File: config.mk
export PLATFORM = sky130hd
export DESIGN_NAME = seq_muladd16
export DESIGN_NICKNAME = d
export VERILOG_FILES = /design/src/rtl/seq_muladd16.sv
export SDC_FILE = /design/constraint.sdc
export NUM_CORES = 1
export LEC_CHECK = 0
export CAP_MARGIN = 15
export CORE_ASPECT_RATIO = 1.2
export CORE_UTILIZATION = 23
export DETAILED_ROUTE_END_ITERATION = 10
export GPL_ROUTABILITY_DRIVEN = 0
export SLEW_MARGIN = 10
export SYNTH_ARGS = -nofsm -noshare
export SYNTH_HDL_FRONTEND = slang
export SYNTH_SLANG_ARGS = --single-unit
File: constraint.sdc
create_clock -name clk_i -period 8.7 [get_ports clk_i]
set_input_delay 1.74 -clock clk_i [delete_from_list [all_inputs] [get_ports clk_i]]
set_output_delay 1.74 -clock clk_i [all_outputs]
set_load 0.005 [all_outputs]
File: src/rtl/seq_muladd16.sv
// seq_muladd16: sequential radix-2 shift-add unit computing result = quot * divisor + rem.
// Rebuilds a dividend from a quotient/remainder pair, one quotient bit per clock.
// Only one operation is in flight at a time.
//
// Ports:
//   clk_i        clock, all state updates on the rising edge
//   reset_i      asynchronous active-high reset
//   in_valid_i   operands present
//   in_ready_o   unit can accept operands (IDLE)
//   quot_i       multiplier (quotient), WIDTH bits
//   divisor_i    multiplicand, WIDTH bits
//   rem_i        addend (remainder), WIDTH bits
//   out_valid_o  result present (DONE)
//   out_ready_i  consumer accepts result
//   result_o     quot*divisor + rem, 2*WIDTH bits, unsigned and exact
//   ovf_o        upper half of result nonzero
//   rem_err_o    rem >= divisor (includes divisor == 0)
//
// Optional build macro SEQ_MULADD_EARLY_TERM_EN: BUSY also exits as soon as the shifted
// multiplier becomes zero, so latency tracks the highest set bit of quot. Without it the
// latency is always WIDTH edges and no early-exit logic exists.
module seq_muladd16 #(
  parameter int unsigned WIDTH = 16
) (
  input  logic               clk_i,
  input  logic               reset_i,
  input  logic               in_valid_i,
  output logic               in_ready_o,
  input  logic [WIDTH-1:0]   quot_i,
  input  logic [WIDTH-1:0]   divisor_i,
  input  logic [WIDTH-1:0]   rem_i,
  output logic               out_valid_o,
  input  logic               out_ready_i,
  output logic [2*WIDTH-1:0] result_o,
  output logic               ovf_o,
  output logic               rem_err_o
);

  localparam int unsigned CntW = (WIDTH > 1) ? $clog2(WIDTH) : 1;

  localparam logic [1:0] StIdle = 2'd0;
  localparam logic [1:0] StBusy = 2'd1;
  localparam logic [1:0] StDone = 2'd2;

  logic [1:0]         state_q, state_d;
  logic [2*WIDTH-1:0] acc_q, acc_d;
  logic [2*WIDTH-1:0] mcand_q, mcand_d;
  logic [WIDTH-1:0]   mplier_q, mplier_d;
  logic [CntW-1:0]    cnt_q, cnt_d;
  logic [2*WIDTH-1:0] result_q, result_d;
  logic               ovf_q, ovf_d;
  // rem_err is captured at accept but only published on completion, so the visible
  // rem_err always belongs to the same operation as the visible result.
  logic               rem_err_pend_q, rem_err_pend_d;
  logic               rem_err_q, rem_err_d;

  logic [2*WIDTH-1:0] acc_sum;
  logic               last;

  always_comb begin
    acc_sum = mplier_q[0] ? (acc_q + mcand_q) : acc_q;
    last    = (cnt_q == CntW'(WIDTH - 1));
`ifdef SEQ_MULADD_EARLY_TERM_EN
    // Shifted multiplier is zero: no further partial products can contribute.
    last    = last | (mplier_q[WIDTH-1:1] == '0);
`endif
  end

  always_comb begin
    state_d        = state_q;
    acc_d          = acc_q;
    mcand_d        = mcand_q;
    mplier_d       = mplier_q;
    cnt_d          = cnt_q;
    result_d       = result_q;
    ovf_d          = ovf_q;
    rem_err_pend_d = rem_err_pend_q;
    rem_err_d      = rem_err_q;

    unique case (state_q)
      StIdle: begin
        if (in_valid_i) begin
          acc_d          = {{WIDTH{1'b0}}, rem_i};
          mcand_d        = {{WIDTH{1'b0}}, divisor_i};
          mplier_d       = quot_i;
          cnt_d          = '0;
          rem_err_pend_d = (rem_i >= divisor_i);
          state_d        = StBusy;
        end
      end
      StBusy: begin
        acc_d    = acc_sum;
        mcand_d  = mcand_q << 1;
        mplier_d = mplier_q >> 1;
        cnt_d    = cnt_q + CntW'(1);
        if (last) begin
          state_d   = StDone;
          result_d  = acc_sum;
          ovf_d     = |acc_sum[2*WIDTH-1:WIDTH];
          rem_err_d = rem_err_pend_q;
        end
      end
      StDone: begin
        if (out_ready_i) begin
          state_d = StIdle;
        end
      end
      default: state_d = StIdle;
    endcase
  end

  always_ff @(posedge clk_i or posedge reset_i) begin
    if (reset_i) begin
      state_q        <= StIdle;
      acc_q          <= '0;
      mcand_q        <= '0;
      mplier_q       <= '0;
      cnt_q          <= '0;
      result_q       <= '0;
      ovf_q          <= 1'b0;
      rem_err_pend_q <= 1'b0;
      rem_err_q      <= 1'b0;
    end else begin
      state_q        <= state_d;
      acc_q          <= acc_d;
      mcand_q        <= mcand_d;
      mplier_q       <= mplier_d;
      cnt_q          <= cnt_d;
      result_q       <= result_d;
      ovf_q          <= ovf_d;
      rem_err_pend_q <= rem_err_pend_d;
      rem_err_q      <= rem_err_d;
    end
  end

  assign in_ready_o  = (state_q == StIdle);
  assign out_valid_o = (state_q == StDone);
  assign result_o    = result_q;
  assign ovf_o       = ovf_q;
  assign rem_err_o   = rem_err_q;

endmodule

==> impl_metrics.env <==
export IMPL_cp_start_kind="input port"
export IMPL_pwr_density_cell_mw_per_mm2=464
export IMPL_hold_class="reg2reg"
export IMPL_fin_ws_ns=4.75
export IMPL_htreeDepth=4
export IMPL_grt_pass1_vias=6447
export IMPL_synthDistinctLibCells=66
export IMPL_dp_cells=1290
export IMPL_synth_edf_count=0
export IMPL_slowest_delay_ns=0.51
export IMPL_grt_pass1_wl_mm=34.8
export IMPL_synth_top_family_by_area="compound AO/OA/AOI/OAI gates"
export IMPL_final_common_cell="dfrtp_1"
export IMPL_antenna_cells=0
export IMPL_placed_cell_area_mm2=0.00857
export IMPL_worst_pin_slew_ns=0.983
export IMPL_slew_violations=0
export IMPL_syn_inst=845
export IMPL_critPathMaxFanout=2
export IMPL_worstReg2RegStart="acc_q[0]"
export IMPL_regArea_mm2=0.00303
export IMPL_overflow=0
export IMPL_synthesis_area_mm2=0.00734
export IMPL_crit_family="compound AO/OA/AOI/OAI gates"
export IMPL_cts_buffer_depth=2
export IMPL_max_slew_margin_pct=34.2
export IMPL_design_core_area_mm2=0.0314
export IMPL_vias=6405
export IMPL_drt_pre_antenna_iters=5
export IMPL_finalCritPeriodShare_pct=45.5
export IMPL_final_core_util_pct=29.3
export IMPL_cts_made_buffers=17
export IMPL_min_path_cells=2
export IMPL_cts_tree="yes"
export IMPL_yosys_warnings=0
export IMPL_viasPerCell=4.84
export IMPL_multi_input_area_mm2=0.00399
export IMPL_ant_nets=0
export IMPL_final_cell_mix="121 x dfrtp_1, 113 x nand2_1, 96 x o21ai_0"
export IMPL_critPathKind="in2reg"
export IMPL_hold_path_end="result_o[15]"
export IMPL_final_area_mm2=0.00920
export IMPL_clk_latency_ns=0.42
export IMPL_drive_above_1_share_pct=6.30
export IMPL_hold_viol=0
export IMPL_end_kind="flop"
export IMPL_root_buffer="clkbuf_16"
export IMPL_setup_violations=0
export IMPL_grt_max_degree=70
export IMPL_die_w_um=165
export IMPL_crit_start="rem_i[0]"
export IMPL_postCtsSetupBuffers=0
export IMPL_critPathArrivalTime_ns=4.26
export IMPL_max_vdd_ir_drop_v=0.000189
export IMPL_yosys_area_share_adder_pct=8.46
export IMPL_synth_fp_nets=946
export IMPL_synthMuxAreaShare_pct=3.00
export IMPL_fmax_ghz=0.253
export IMPL_fillers=3262
export IMPL_synth_compound_area_share_pct=23.1
export IMPL_synth_async_sr_flop_share_pct=100
export IMPL_clock_skew_ns=0.00874
export IMPL_die_h_um=198
export IMPL_syn_avg_cell_area_um2=8.68
export IMPL_reg2reg_depth=12
export IMPL_worst_hold_startpoint="result_o[15]"
export IMPL_wl_per_cell_um=16.4
export IMPL_rsz0062_at_grt="false"
export IMPL_cp_common_cell="a21o_1"
export IMPL_cts_resized=0
export IMPL_worst_r2r_endpoint="ovf_o"
export IMPL_yosys_area_share_simple_pct=16.4
export IMPL_port_buffers=87
export IMPL_path_clk_slew_ns=0.06
export IMPL_seq_area_frac_synth_pct=41.3
export IMPL_grt_usage_pct=13.9
export IMPL_dp_slack_ns=4.29
export IMPL_clkSinkCount=121
export IMPL_status="finished clean"
export IMPL_crit_chain="clkdlybuf4s50_1, inv_1, ha_1, nand2b_1, a21o_1, a21o_1, a21o_1, a21o_1, a21o_1, a21oi_1, o211ai_1, a21oi_1, o31ai_1"
export IMPL_reg2reg_slack_ns=5.21
export IMPL_finalSetupTns_ns=0
export IMPL_drc_errors=0
export IMPL_dpl_hpwl_mm=15.6
export IMPL_synth_seq_cells=121
export IMPL_drv_cap=0
export IMPL_synthXorXnorAreaFrac_pct=3.45
export IMPL_die_area_mm2=0.0326
export IMPL_first_iter_violations=464
export IMPL_drt_wl_total_mm=21.7
export IMPL_syn2layout_area_growth_pct=25.4
export IMPL_cts_hold_buf=0
export IMPL_stdcell_count=1322
export IMPL_cp_required_ns=9.00
export IMPL_min_period_ns=3.95
export IMPL_grt_antenna_before_repair=0
export IMPL_nets=1009
export IMPL_power_leakage_nw=4.01
export IMPL_num_rows=71
export IMPL_crit_buf_inv=2
export IMPL_ios=88
export IMPL_ys_flop_type="dfrtp_1"
export IMPL_worst_path_max_delay_cell="clkdlybuf4s50_1"
export IMPL_initial_core_util_pct=23.4
worst register-to-register path, stage by stage, from the launching register on:
cell and delay [ns]:
dfrtp_1 0.40, ha_1 0.23, fa_1 0.45, a211oi_2 0.29, o21bai_1 0.16, a41oi_2 0.29
a31oi_2 0.22, xnor2_2 0.28, a21oi_1 0.12, a2111oi_2 0.32, nand4b_1 0.21, nor4b_2 0.28
a31oi_1 0.11
synthesized netlist by cell type, drive strengths merged, types with 2 or more instances:
cell type	count	share of area, %
a2111oi	2	0.32
a211oi	9	1.2
a21boi	3	0.31
a21o	17	1.7
a21oi	50	3.5
a222oi	6	0.82
a22o	2	0.24
a22oi	9	0.92
a31o	3	0.36
a31oi	7	0.89
and2	2	0.17
and3	4	0.34
buf	14	0.94
clkbuf	38	1.9
dfrtp	121	41
ha	48	8.2
inv	27	1.4
mux2i	22	3.0
nand2	113	5.8
nand2b	6	0.51
nand3	22	1.5
nand4	14	1.2
nand4b	2	0.24
nor2	93	4.8
nor2b	4	0.34
nor3	4	0.34
nor4	2	0.17
nor4b	2	0.32
o211ai	6	0.61
o21a	5	0.51
o21ai	103	7.0
o21bai	2	0.20
o22ai	32	2.7
o31ai	4	0.41
or2	2	0.17
or3	2	0.17
xnor2	18	2.3
xor2	10	1.2
registers in the layout, summed over array words and instances, names as in the netlist:
name,flops
acc_q,32
cnt_q,4
mcand_q,32
mplier_q,16
ovf_o,1
rem_err_o,1
rem_err_pend_q,1
result_o,32
state_q,2
worst max-delay path by stage:
stage                      to  slack [ns]  cells past startpoint
5_1_grt        rem_err_pend_q        4.59                     13
6_report       rem_err_pend_q        4.75                     13
2_1_floorplan        acc_q[0]        3.75                      1
3_3_place_gp   rem_err_pend_q        4.28                     13
4_1_cts        rem_err_pend_q        4.73                     13
3_5_place_dp   rem_err_pend_q        4.29                     13
metal layers:
| metal | track usage [%] | vias to the layer above | routed length, um | part of all wire [%] |
|---|---|---|---|---|
| met5 | 0 | - | 0 | 0 |
| met4 | 5.47 | 0 | 486 | 2.2 |
| met3 | 3.44 | 30 | 1110 | 5.1 |
| met2 | 23.3 | 140 | 10800 | 50 |
| met1 | 16.8 | 3083 | 9290 | 43 |
| li1 | - | 3152 | - | - |
cells by family after synthesis:
logic type / after synthesis
adders and majority gates: 49
AOI/OAI and AO/OA: 270
DFF: 121
buffers and inverters: 80
and+or+nand+nor: 275
xor gates and xnor gates: 28
muxes: 22
layout make-up:
type	instances	area share [%]
clock buffer	20	4.97
clock inverter	12	1.86
inverter	28	1.17
multi-input combinational	644	43.4
sequential	121	32.9
tap	401	5.46
timing repair buffer	96	10.2
where the power goes:
| group | internal, W | total (W) | switching [W] |
|---|---|---|---|
| Clock | 0.000493 | 0.000759 | 0.000266 |
| Combinational | 0.000985 | 0.00245 | 0.00147 |
| Sequential | 0.000838 | 0.00106 | 0.000217 |
| Total | 0.00232 | 0.00427 | 0.00195 |
through the flow:
| step | total power, W | hold WS [ns] |
|---|---|---|
| floorplan | 0.00277 | 0.439 |
| global placement | 0.00347 | 0.461 |
| detailed placement | 0.00351 | 0.470 |
| CTS | 0.00430 | 0.482 |
| global route | 0.00463 | 0.504 |
| finish | 0.00427 | 0.477 |
No activity file was read; power rests on OpenSTA's default activity.
